`config.mk`:
```
export PLATFORM = sky130hd
export DESIGN_NAME = tc_pl_cap_seq_flat
export DESIGN_NICKNAME = d
export VERILOG_FILES = /design/src/rtl/tc_pl_cap_pkg.sv /design/src/rtl/tc_pl_cap_seq_if.sv /design/src/rtl/tc_pl_cap_wr_pipe.sv /design/src/rtl/tc_pl_cap_seq.sv /design/src/flat_wrapper.sv
export SDC_FILE = /design/constraint.sdc
export NUM_CORES = 1
export LEC_CHECK = 0
export CAP_MARGIN = 20
export CELL_PAD_IN_SITES_DETAIL_PLACEMENT = 1
export CELL_PAD_IN_SITES_GLOBAL_PLACEMENT = 1
export CORE_UTILIZATION = 43
export CTS_CLUSTER_DIAMETER = 50
export DETAILED_ROUTE_END_ITERATION = 12
export GPL_TIMING_DRIVEN = 0
export MAX_ROUTING_LAYER = met4
export PLACE_DENSITY = 0.91
export SLEW_MARGIN = 20
export SYNTH_ARGS = -nofsm -noshare
export SYNTH_HDL_FRONTEND = slang
export SYNTH_SLANG_ARGS = --single-unit
```
`constraint.sdc`:
```
create_clock -name clk125 -period 3.8 [get_ports clk125]
set_input_delay 0.57 -clock clk125 [delete_from_list [all_inputs] [get_ports clk125]]
set_output_delay 0.57 -clock clk125 [all_outputs]
set_load 0.1 [all_outputs]
```
`src/rtl/tc_pl_cap_pkg.sv`:
```
// Shared types and helpers for the PL capture sequencer.
package tc_pl_cap_pkg;

   localparam int unsigned AW_DEF = 10;
   localparam int unsigned DW_DEF = 16;

   typedef enum logic [2:0] {
      ST_IDLE,
      ST_PRE,
      ST_WAIT,
      ST_POST,
      ST_DONE
   } cap_state_e;

   // Ring depth for a given address width.
   function automatic int unsigned cap_depth(input int unsigned aw);
      return 32'd1 << aw;
   endfunction

   function automatic int unsigned clamp_len(input int unsigned len,
                                             input int unsigned lo,
                                             input int unsigned hi);
      int unsigned r;
      r = (len < lo) ? lo : len;
      if (r > hi) r = hi;
      return r;
   endfunction

endpackage

```
`src/rtl/tc_pl_cap_seq_if.sv`:
```
// Sample-in / RAM-write bundle of the capture sequencer.
interface tc_pl_cap_seq_if
   import tc_pl_cap_pkg::*;
#(
   parameter int unsigned AW = AW_DEF,
   parameter int unsigned DW = DW_DEF
);
   logic          smp_vld;
   logic          evt_trig;
   logic [DW-1:0] smp_data;
   logic          ram_we;
   logic [AW-1:0] ram_addr;
   logic [DW-1:0] ram_wdata;

   modport master (
      input  smp_vld, evt_trig, smp_data,
      output ram_we, ram_addr, ram_wdata
   );

   modport slave (
      output smp_vld, evt_trig, smp_data,
      input  ram_we, ram_addr, ram_wdata
   );
endinterface

```
`src/rtl/tc_pl_cap_wr_pipe.sv`:
```
// Registered RAM write stage with a wrapping ring address counter.
module tc_pl_cap_wr_pipe
   import tc_pl_cap_pkg::*;
#(
   parameter int unsigned AW = AW_DEF,
   parameter int unsigned DW = DW_DEF
) (
   input  logic          clk125,
   input  logic          rst,
   input  logic          addr_clr,
   input  logic          wr_en,
   input  logic [DW-1:0] wr_data,
   output logic [AW-1:0] cur_addr,
   output logic          ram_we,
   output logic [AW-1:0] ram_addr,
   output logic [DW-1:0] ram_wdata
);

   logic [AW-1:0] cnt_q, cnt_d;
   logic          we_q, we_d;
   logic [AW-1:0] addr_q, addr_d;
   logic [DW-1:0] data_q, data_d;

   always_comb begin
      cnt_d  = cnt_q;
      we_d   = 1'b0;
      addr_d = addr_q;
      data_d = data_q;
      if (addr_clr) begin
         cnt_d = '0;
      end else if (wr_en) begin
         we_d   = 1'b1;
         addr_d = cnt_q;
         data_d = wr_data;
         cnt_d  = cnt_q + AW'(1);
      end
   end

   always_ff @(posedge clk125) begin
      if (rst) begin
         cnt_q  <= '0;
         we_q   <= 1'b0;
         addr_q <= '0;
         data_q <= '0;
      end else begin
         cnt_q  <= cnt_d;
         we_q   <= we_d;
         addr_q <= addr_d;
         data_q <= data_d;
      end
   end

   assign cur_addr  = cnt_q;
   assign ram_we    = we_q;
   assign ram_addr  = addr_q;
   assign ram_wdata = data_q;

endmodule

```
`src/rtl/tc_pl_cap_seq.sv`:
```
// Capture sequencer: pre-trigger / wait / post-trigger writes into a circular sample RAM.
//  state | meaning
//  IDLE  | waiting for a cap_trig rising edge
//  PRE   | filling the pre-trigger window (pl writes)
//  WAIT  | ring writes continue until a qualified evt_trig
//  POST  | post-trigger writes until ql samples incl. the trigger
//  DONE  | one-cycle completion, raises cap_cmpt
module tc_pl_cap_seq
   import tc_pl_cap_pkg::*;
#(
   parameter int unsigned AW = AW_DEF,
   parameter int unsigned DW = DW_DEF
) (
   input  logic                clk125,
   input  logic                rst,
   input  logic                cap_trig,
   input  logic                cap_abort,
   input  logic [AW-1:0]       pre_len,
   input  logic [AW-1:0]       post_len,
   tc_pl_cap_seq_if.master     bus,
   output logic [AW-1:0]       trig_addr,
   output logic                cap_cing,
   output logic                cap_cmpt
);

   localparam int unsigned DEPTH = cap_depth(AW);
   localparam int unsigned CW    = AW + 1;

   cap_state_e    state_q, state_d;
   logic          cap_trig_dly_q, cap_trig_dly_d;
   logic [CW-1:0] pl_q, pl_d;
   logic [CW-1:0] ql_q, ql_d;
   logic [CW-1:0] pre_cnt_q, pre_cnt_d;
   logic [CW-1:0] post_cnt_q, post_cnt_d;
   logic [AW-1:0] trig_addr_q, trig_addr_d;
   logic          cap_cing_q, cap_cing_d;
   logic          cap_cmpt_q, cap_cmpt_d;

   logic          trig_rise;
   logic          addr_clr;
   logic          wr_en;
   logic [AW-1:0] cur_addr;
   logic [CW-1:0] pl_new, ql_new;

   always_comb begin
      pl_new = CW'(clamp_len(32'(pre_len), 32'd0, DEPTH - 32'd1));
      ql_new = CW'(clamp_len(32'(post_len), 32'd1, DEPTH - 32'(pl_new)));
   end

   always_comb begin
      state_d        = state_q;
      cap_trig_dly_d = cap_trig;
      pl_d           = pl_q;
      ql_d           = ql_q;
      pre_cnt_d      = pre_cnt_q;
      post_cnt_d     = post_cnt_q;
      trig_addr_d    = trig_addr_q;
      addr_clr       = 1'b0;
      wr_en          = 1'b0;
      trig_rise      = cap_trig & ~cap_trig_dly_q;

      // Abort wins over everything, including a start edge seen in IDLE.
      if (cap_abort) begin
         state_d = ST_IDLE;
      end else begin
         unique case (state_q)
            ST_IDLE: begin
               if (trig_rise) begin
                  addr_clr  = 1'b1;
                  pl_d      = pl_new;
                  ql_d      = ql_new;
                  pre_cnt_d = '0;
                  state_d   = (pl_new == '0) ? ST_WAIT : ST_PRE;
               end
            end
            ST_PRE: begin
               if (bus.smp_vld) begin
                  wr_en     = 1'b1;
                  pre_cnt_d = pre_cnt_q + CW'(1);
                  if (pre_cnt_q + CW'(1) == pl_q) state_d = ST_WAIT;
               end
            end
            ST_WAIT: begin
               if (bus.smp_vld) begin
                  wr_en = 1'b1;
                  if (bus.evt_trig) begin
                     trig_addr_d = cur_addr;
                     post_cnt_d  = CW'(1);
                     state_d     = (ql_q == CW'(1)) ? ST_DONE : ST_POST;
                  end
               end
            end
            ST_POST: begin
               if (bus.smp_vld) begin
                  wr_en      = 1'b1;
                  post_cnt_d = post_cnt_q + CW'(1);
                  if (post_cnt_q + CW'(1) == ql_q) state_d = ST_DONE;
               end
            end
            ST_DONE: begin
               state_d = ST_IDLE;
            end
            default: begin
               state_d = ST_IDLE;
            end
         endcase
      end

      cap_cing_d = (state_d == ST_PRE) || (state_d == ST_WAIT) || (state_d == ST_POST);
      cap_cmpt_d = (state_q == ST_DONE) && !cap_abort;
   end

   always_ff @(posedge clk125) begin
      if (rst) begin
         state_q        <= ST_IDLE;
         cap_trig_dly_q <= 1'b0;
         pl_q           <= '0;
         ql_q           <= '0;
         pre_cnt_q      <= '0;
         post_cnt_q     <= '0;
         trig_addr_q    <= '0;
         cap_cing_q     <= 1'b0;
         cap_cmpt_q     <= 1'b0;
      end else begin
         state_q        <= state_d;
         cap_trig_dly_q <= cap_trig_dly_d;
         pl_q           <= pl_d;
         ql_q           <= ql_d;
         pre_cnt_q      <= pre_cnt_d;
         post_cnt_q     <= post_cnt_d;
         trig_addr_q    <= trig_addr_d;
         cap_cing_q     <= cap_cing_d;
         cap_cmpt_q     <= cap_cmpt_d;
      end
   end

   tc_pl_cap_wr_pipe #(
      .AW (AW),
      .DW (DW)
   ) u_wr_pipe (
      .clk125    (clk125),
      .rst       (rst),
      .addr_clr  (addr_clr),
      .wr_en     (wr_en),
      .wr_data   (bus.smp_data),
      .cur_addr  (cur_addr),
      .ram_we    (bus.ram_we),
      .ram_addr  (bus.ram_addr),
      .ram_wdata (bus.ram_wdata)
   );

   assign trig_addr = trig_addr_q;
   assign cap_cing  = cap_cing_q;
   assign cap_cmpt  = cap_cmpt_q;

endmodule
```
`src/flat_wrapper.sv`:
```
// flat-port wrapper written by rule: the top's interface ports become plain ports
module tc_pl_cap_seq_flat import tc_pl_cap_pkg::*;
#(
   parameter int unsigned AW = AW_DEF,
   parameter int unsigned DW = DW_DEF
)
  (clk125, rst, cap_trig, cap_abort, pre_len, post_len, trig_addr, cap_cing, cap_cmpt, bus_smp_vld, bus_evt_trig, bus_smp_data, bus_ram_we, bus_ram_addr, bus_ram_wdata);
  tc_pl_cap_seq_if #(.AW(AW), .DW(DW)) bus_i ();
  input  logic clk125;
  input  logic rst;
  input  logic cap_trig;
  input  logic cap_abort;
  input  logic [AW-1:0] pre_len;
  input  logic [AW-1:0] post_len;
  output logic [AW-1:0] trig_addr;
  output logic cap_cing;
  output logic cap_cmpt;
  input wire logic [$bits(bus_i.smp_vld)-1:0] bus_smp_vld;
  input wire logic [$bits(bus_i.evt_trig)-1:0] bus_evt_trig;
  input wire logic [$bits(bus_i.smp_data)-1:0] bus_smp_data;
  output wire logic [$bits(bus_i.ram_we)-1:0] bus_ram_we;
  output wire logic [$bits(bus_i.ram_addr)-1:0] bus_ram_addr;
  output wire logic [$bits(bus_i.ram_wdata)-1:0] bus_ram_wdata;
  assign bus_i.smp_vld = bus_smp_vld;
  assign bus_i.evt_trig = bus_evt_trig;
  assign bus_i.smp_data = bus_smp_data;
  assign bus_ram_we = bus_i.ram_we;
  assign bus_ram_addr = bus_i.ram_addr;
  assign bus_ram_wdata = bus_i.ram_wdata;
  tc_pl_cap_seq #(.AW(AW), .DW(DW)) u_core (.clk125(clk125), .rst(rst), .cap_trig(cap_trig), .cap_abort(cap_abort), .pre_len(pre_len), .post_len(post_len), .bus(bus_i), .trig_addr(trig_addr), .cap_cing(cap_cing), .cap_cmpt(cap_cmpt));
endmodule
```
==> metrics.txt <==
# TYPE chip_impl_metric gauge
chip_impl_metric{name="yosysTopAreaCellShare",unit=""} 0.378
chip_impl_metric{name="fin_area",unit="um^2"} 6350
chip_impl_info{name="timing.critical_path.to_type",value="flip-flop"} 1
chip_impl_metric{name="maxCapViolations",unit=""} 0
chip_impl_metric{name="grt_pass1_wl",unit="um"} 26100
chip_impl_info{name="start_kind",value="input port"} 1
chip_impl_metric{name="cts_made_buffers",unit=""} 9
chip_impl_metric{name="register_area",unit="um^2"} 1920
chip_impl_metric{name="clkLatencyLatePin",unit="ps"} 350
chip_impl_metric{name="gpl.final_weighted_congestion",unit=""} 0.906
chip_impl_info{name="clock-root-buffer",value="sky130_fd_sc_hd__clkbuf_16"} 1
chip_impl_metric{name="syn_nets",unit=""} 682
chip_impl_metric{name="rel_slew_slack",unit=""} 0.324
chip_impl_metric{name="antenna_found_initial",unit=""} 0
chip_impl_metric{name="finalMaxSlewViolations",unit=""} 0
chip_impl_metric{name="tightestPinTransition",unit="ps"} 1010
chip_impl_metric{name="design.final.nets",unit=""} 772
chip_impl_metric{name="syn_inst",unit=""} 626
chip_impl_info{name="rsz0062_at_grt",value="false"} 1
chip_impl_metric{name="path_buf_inv",unit=""} 2
chip_impl_metric{name="num_vias",unit=""} 5018
chip_impl_metric{name="total_grt_usage",unit=""} 0.270
chip_impl_metric{name="biggest_fanout_along_the_worst_timing_path",unit=""} 10
chip_impl_metric{name="grt_overflow_total",unit=""} 0
chip_impl_metric{name="synth.distinct_cells",unit=""} 74
chip_impl_metric{name="routed_wirelength",unit="um"} 15700
chip_impl_info{name="worst_path_dominant_cell_family",value="buffers and inverters"} 1
chip_impl_info{name="min_path_type",value="input port to flip-flop"} 1
chip_impl_metric{name="starting_utilization_of_the_core_area",unit=""} 0.443
chip_impl_metric{name="fp.coreArea",unit="um^2"} 11500
chip_impl_metric{name="dpl-instance-area",unit="um^2"} 6050
chip_impl_metric{name="syn-mean-instance-area",unit="um^2"} 8.11
chip_impl_metric{name="routed_wirelength_normalized_by_instance_count",unit="um"} 18.2
chip_impl_metric{name="via_count_of_the_first_global_routing_pass",unit=""} 5282
chip_impl_metric{name="n_antenna_cell",unit=""} 0
chip_impl_metric{name="placement_rows",unit=""} 39
chip_impl_metric{name="worst_ir_drop_vdd",unit="mV"} 0.212
chip_impl_metric{name="cts_sinks",unit=""} 96
chip_impl_metric{name="floorplan.die_area",unit="um^2"} 12200
chip_impl_metric{name="min_period",unit="ps"} 3460
chip_impl_info{name="tritoncts",value="done"} 1
chip_impl_metric{name="layout_utilization",unit=""} 0.554
chip_impl_metric{name="period_share",unit=""} 0.910
chip_impl_metric{name="drt-vias-per-instance",unit=""} 5.81
chip_impl_info{name="category_of_the_critical_setup_timing_path",value="input port to flip-flop"} 1
chip_impl_metric{name="drtAntennaViolNets",unit=""} 0
chip_impl_info{name="synthDominantAreaCellType",value="sky130_fd_sc_hd__dfxtp_1"} 1
chip_impl_metric{name="synthArstFlopShare",unit=""} 0
chip_impl_info{name="run_status",value="completed"} 1
chip_impl_info{name="synthFlopType",value="sky130_fd_sc_hd__dfxtp_1"} 1
chip_impl_info{name="crit_chain",value="clkdlybuf4s50_1 -> nor4_2 -> nand3_1 -> xnor2_1 -> ha_1 -> nand4_1 -> a2111oi_0 -> o21a_1 -> clkbuf_1 -> o211ai_1"} 1
chip_impl_info{name="slowest_stage",value="sky130_fd_sc_hd__clkdlybuf4s50_1"} 1
chip_impl_metric{name="cts_repair_resize_count",unit=""} 0
chip_impl_metric{name="die_height",unit="um"} 111
chip_impl_metric{name="finalSetupViolCount",unit=""} 0
chip_impl_metric{name="htree_num_levels",unit=""} 3
chip_impl_metric{name="cts_hold_buffers",unit=""} 0
chip_impl_metric{name="ys_warn_count",unit=""} 0
chip_impl_metric{name="final_critical_path_setup_slack",unit="ps"} 343
chip_impl_metric{name="summed_instance_area_of_the_synthesized_netlist",unit="um^2"} 5080
chip_impl_metric{name="io_pins",unit=""} 81
chip_impl_metric{name="total_leakage_power",unit="nW"} 2.25
chip_impl_metric{name="power.density_cell_area",unit="nW/um^2"} 350
chip_impl_metric{name="areaGrowthSynthToFinish",unit="%"} 25.1
chip_impl_metric{name="synth_sequential_area_ratio",unit=""} 0.378
chip_impl_metric{name="largest_net_degree_at_the_start_of_global_routing",unit=""} 17
chip_impl_metric{name="yosys_register_bits",unit=""} 96
chip_impl_metric{name="cell_count_final_fillers_out",unit=""} 864
chip_impl_metric{name="drcViolationCount",unit=""} 0
chip_impl_metric{name="worst_path_largest_cell_delay",unit="ps"} 550
chip_impl_metric{name="drtPass1Iterations",unit=""} 4
chip_impl_metric{name="crit_arrival",unit="ps"} 3670
chip_impl_metric{name="initialDrtViolationCount",unit=""} 254
chip_impl_info{name="ys_top_cells_by_area",value="sky130_fd_sc_hd__dfxtp_1 (38%), sky130_fd_sc_hd__nand2_1 (7.1%), sky130_fd_sc_hd__nor2_1 (5.5%)"} 1
chip_impl_metric{name="synth_enable_flop_cells",unit=""} 0
chip_impl_metric{name="clock.fmax",unit="MHz"} 289
chip_impl_metric{name="finClkSkew",unit="ps"} 7.47
chip_impl_metric{name="port_buffers",unit=""} 79
chip_impl_metric{name="num-fill-cells",unit=""} 1413
chip_impl_metric{name="post-cts-setup-buffers",unit=""} 0
chip_impl_metric{name="path_clk_slew",unit="ps"} 70
chip_impl_metric{name="final-hold-violation-count",unit=""} 0
chip_impl_metric{name="place.detailed.hpwl",unit="um"} 11800
chip_impl_metric{name="place_worst_setup_slack",unit="ps"} -22.0
chip_impl_metric{name="multi_input_area",unit="um^2"} 2910
chip_impl_metric{name="drive_gt1_frac",unit=""} 0.0666
chip_impl_metric{name="worst_ep_required_time",unit="ps"} 4020
chip_impl_metric{name="placed_cells",unit=""} 848
chip_impl_metric{name="cts_max_path_buffers",unit=""} 2
chip_impl_metric{name="chipWidth",unit="um"} 111
-- power by group --
group,internal (mW),switching (mW)
sequential,1.02,0.0151
combinational,0.106,0.143
clock,0.534,0.406
-- layer usage --
metal / up-vias / part of all wire / GRT usage
met5: - / 0 / -
met4: 0 / 0.039 / 0.130
met3: 50 / 0.043 / 0.0426
met2: 142 / 0.51 / 0.476
met1: 2446 / 0.41 / 0.297
li1: 2380 / - / -
-- sequential cells by signal, summed over array words and instances (netlist names) --
| name | cells |
|---|---|
| u_core.pre_cnt_q | 11 |
| u_core.ql_q | 11 |
| u_core.cap_cing | 1 |
| u_core.trig_addr | 10 |
| u_core.cap_trig_dly_q | 1 |
| u_core.u_wr_pipe.ram_wdata | 16 |
| u_core.post_cnt_q | 11 |
| u_core.u_wr_pipe.ram_addr | 10 |
| u_core.u_wr_pipe.cur_addr | 10 |
| u_core.pl_q | 10 |
| u_core.cap_cmpt | 1 |
| u_core.state_q | 3 |
| u_core.u_wr_pipe.ram_we | 1 |
-- stage by stage --
stage          total power [mW]  hold WS, ps  TNS [ps]
5_1_grt                    2.29          438         0
6_report                   2.23          427         0
3_3_place_gp               1.29          441         0
2_1_floorplan              1.20          446         0
4_1_cts                    2.23          424         0
3_5_place_dp               1.31          450     -23.1
-- layout make-up --
cell class | count | share of cell area
Multi-Input combinational cell | 477 | 0.457
Sequential cell | 96 | 0.302
Timing Repair Buffer | 79 | 0.124
Clock buffer | 11 | 0.0382
Buffer | 45 | 0.0348
Tap cell | 143 | 0.0282
Clock inverter | 5 | 0.0100
Inverter | 8 | 0.00473
-- cells in the final DEF, fill, tap and decap left out, types with 16 or more instances in the layout --
master / count
sky130_fd_sc_hd__a21oi_1: 44
sky130_fd_sc_hd__clkbuf_1: 35
sky130_fd_sc_hd__clkdlybuf4s50_1: 79
sky130_fd_sc_hd__dfxtp_1: 96
sky130_fd_sc_hd__nand2_1: 96
sky130_fd_sc_hd__nand3_1: 17
sky130_fd_sc_hd__nor2_1: 74
sky130_fd_sc_hd__o211ai_1: 19
sky130_fd_sc_hd__xnor2_1: 26
sky130_fd_sc_hd__xor2_1: 16
-- synthesized netlist by cell type, types with 10 or more instances --
library cell	count
sky130_fd_sc_hd__nor3_1	15
sky130_fd_sc_hd__ha_1	14
sky130_fd_sc_hd__clkbuf_1	34
sky130_fd_sc_hd__a21oi_1	44
sky130_fd_sc_hd__mux2i_1	10
sky130_fd_sc_hd__xnor2_1	26
sky130_fd_sc_hd__nand2_1	96
sky130_fd_sc_hd__o21ai_0	14
sky130_fd_sc_hd__xor2_1	16
sky130_fd_sc_hd__nand4_1	10
sky130_fd_sc_hd__dfxtp_1	96
sky130_fd_sc_hd__nand3_1	17
sky130_fd_sc_hd__o211ai_1	19
sky130_fd_sc_hd__nor2_1	74
-- worst paths after layout --
kind,end,start,slack [ps],depth (start not counted)
setup / recovery,u_core.ql_q[7]$_SDFFE_PP0P_,pre_len[2],340,10
hold reg to reg,u_core.u_wr_pipe.ram_wdata[2]$_SDFFE_PP0P_,u_core.u_wr_pipe.ram_wdata[2]$_SDFFE_PP0P_,460,2
setup reg to reg,u_core.state_q[0]$_SDFF_PP0_,u_core.pre_cnt_q[0]$_SDFFE_PP0P_,1190,8
hold / removal,u_core.cap_cmpt$_SDFF_PP0_,cap_abort,430,2
-- cells by family after synthesis --
kind of cell	count (synthesis)	synth area share
simple gates	278	0.269
compound gates	133	0.177
flops	96	0.378
buf+inv	53	0.0495
xor+xnor	42	0.0724
fa+ha+maj	14	0.0345
mux	10	0.0197
No activity file was read; power rests on OpenSTA's default activity.
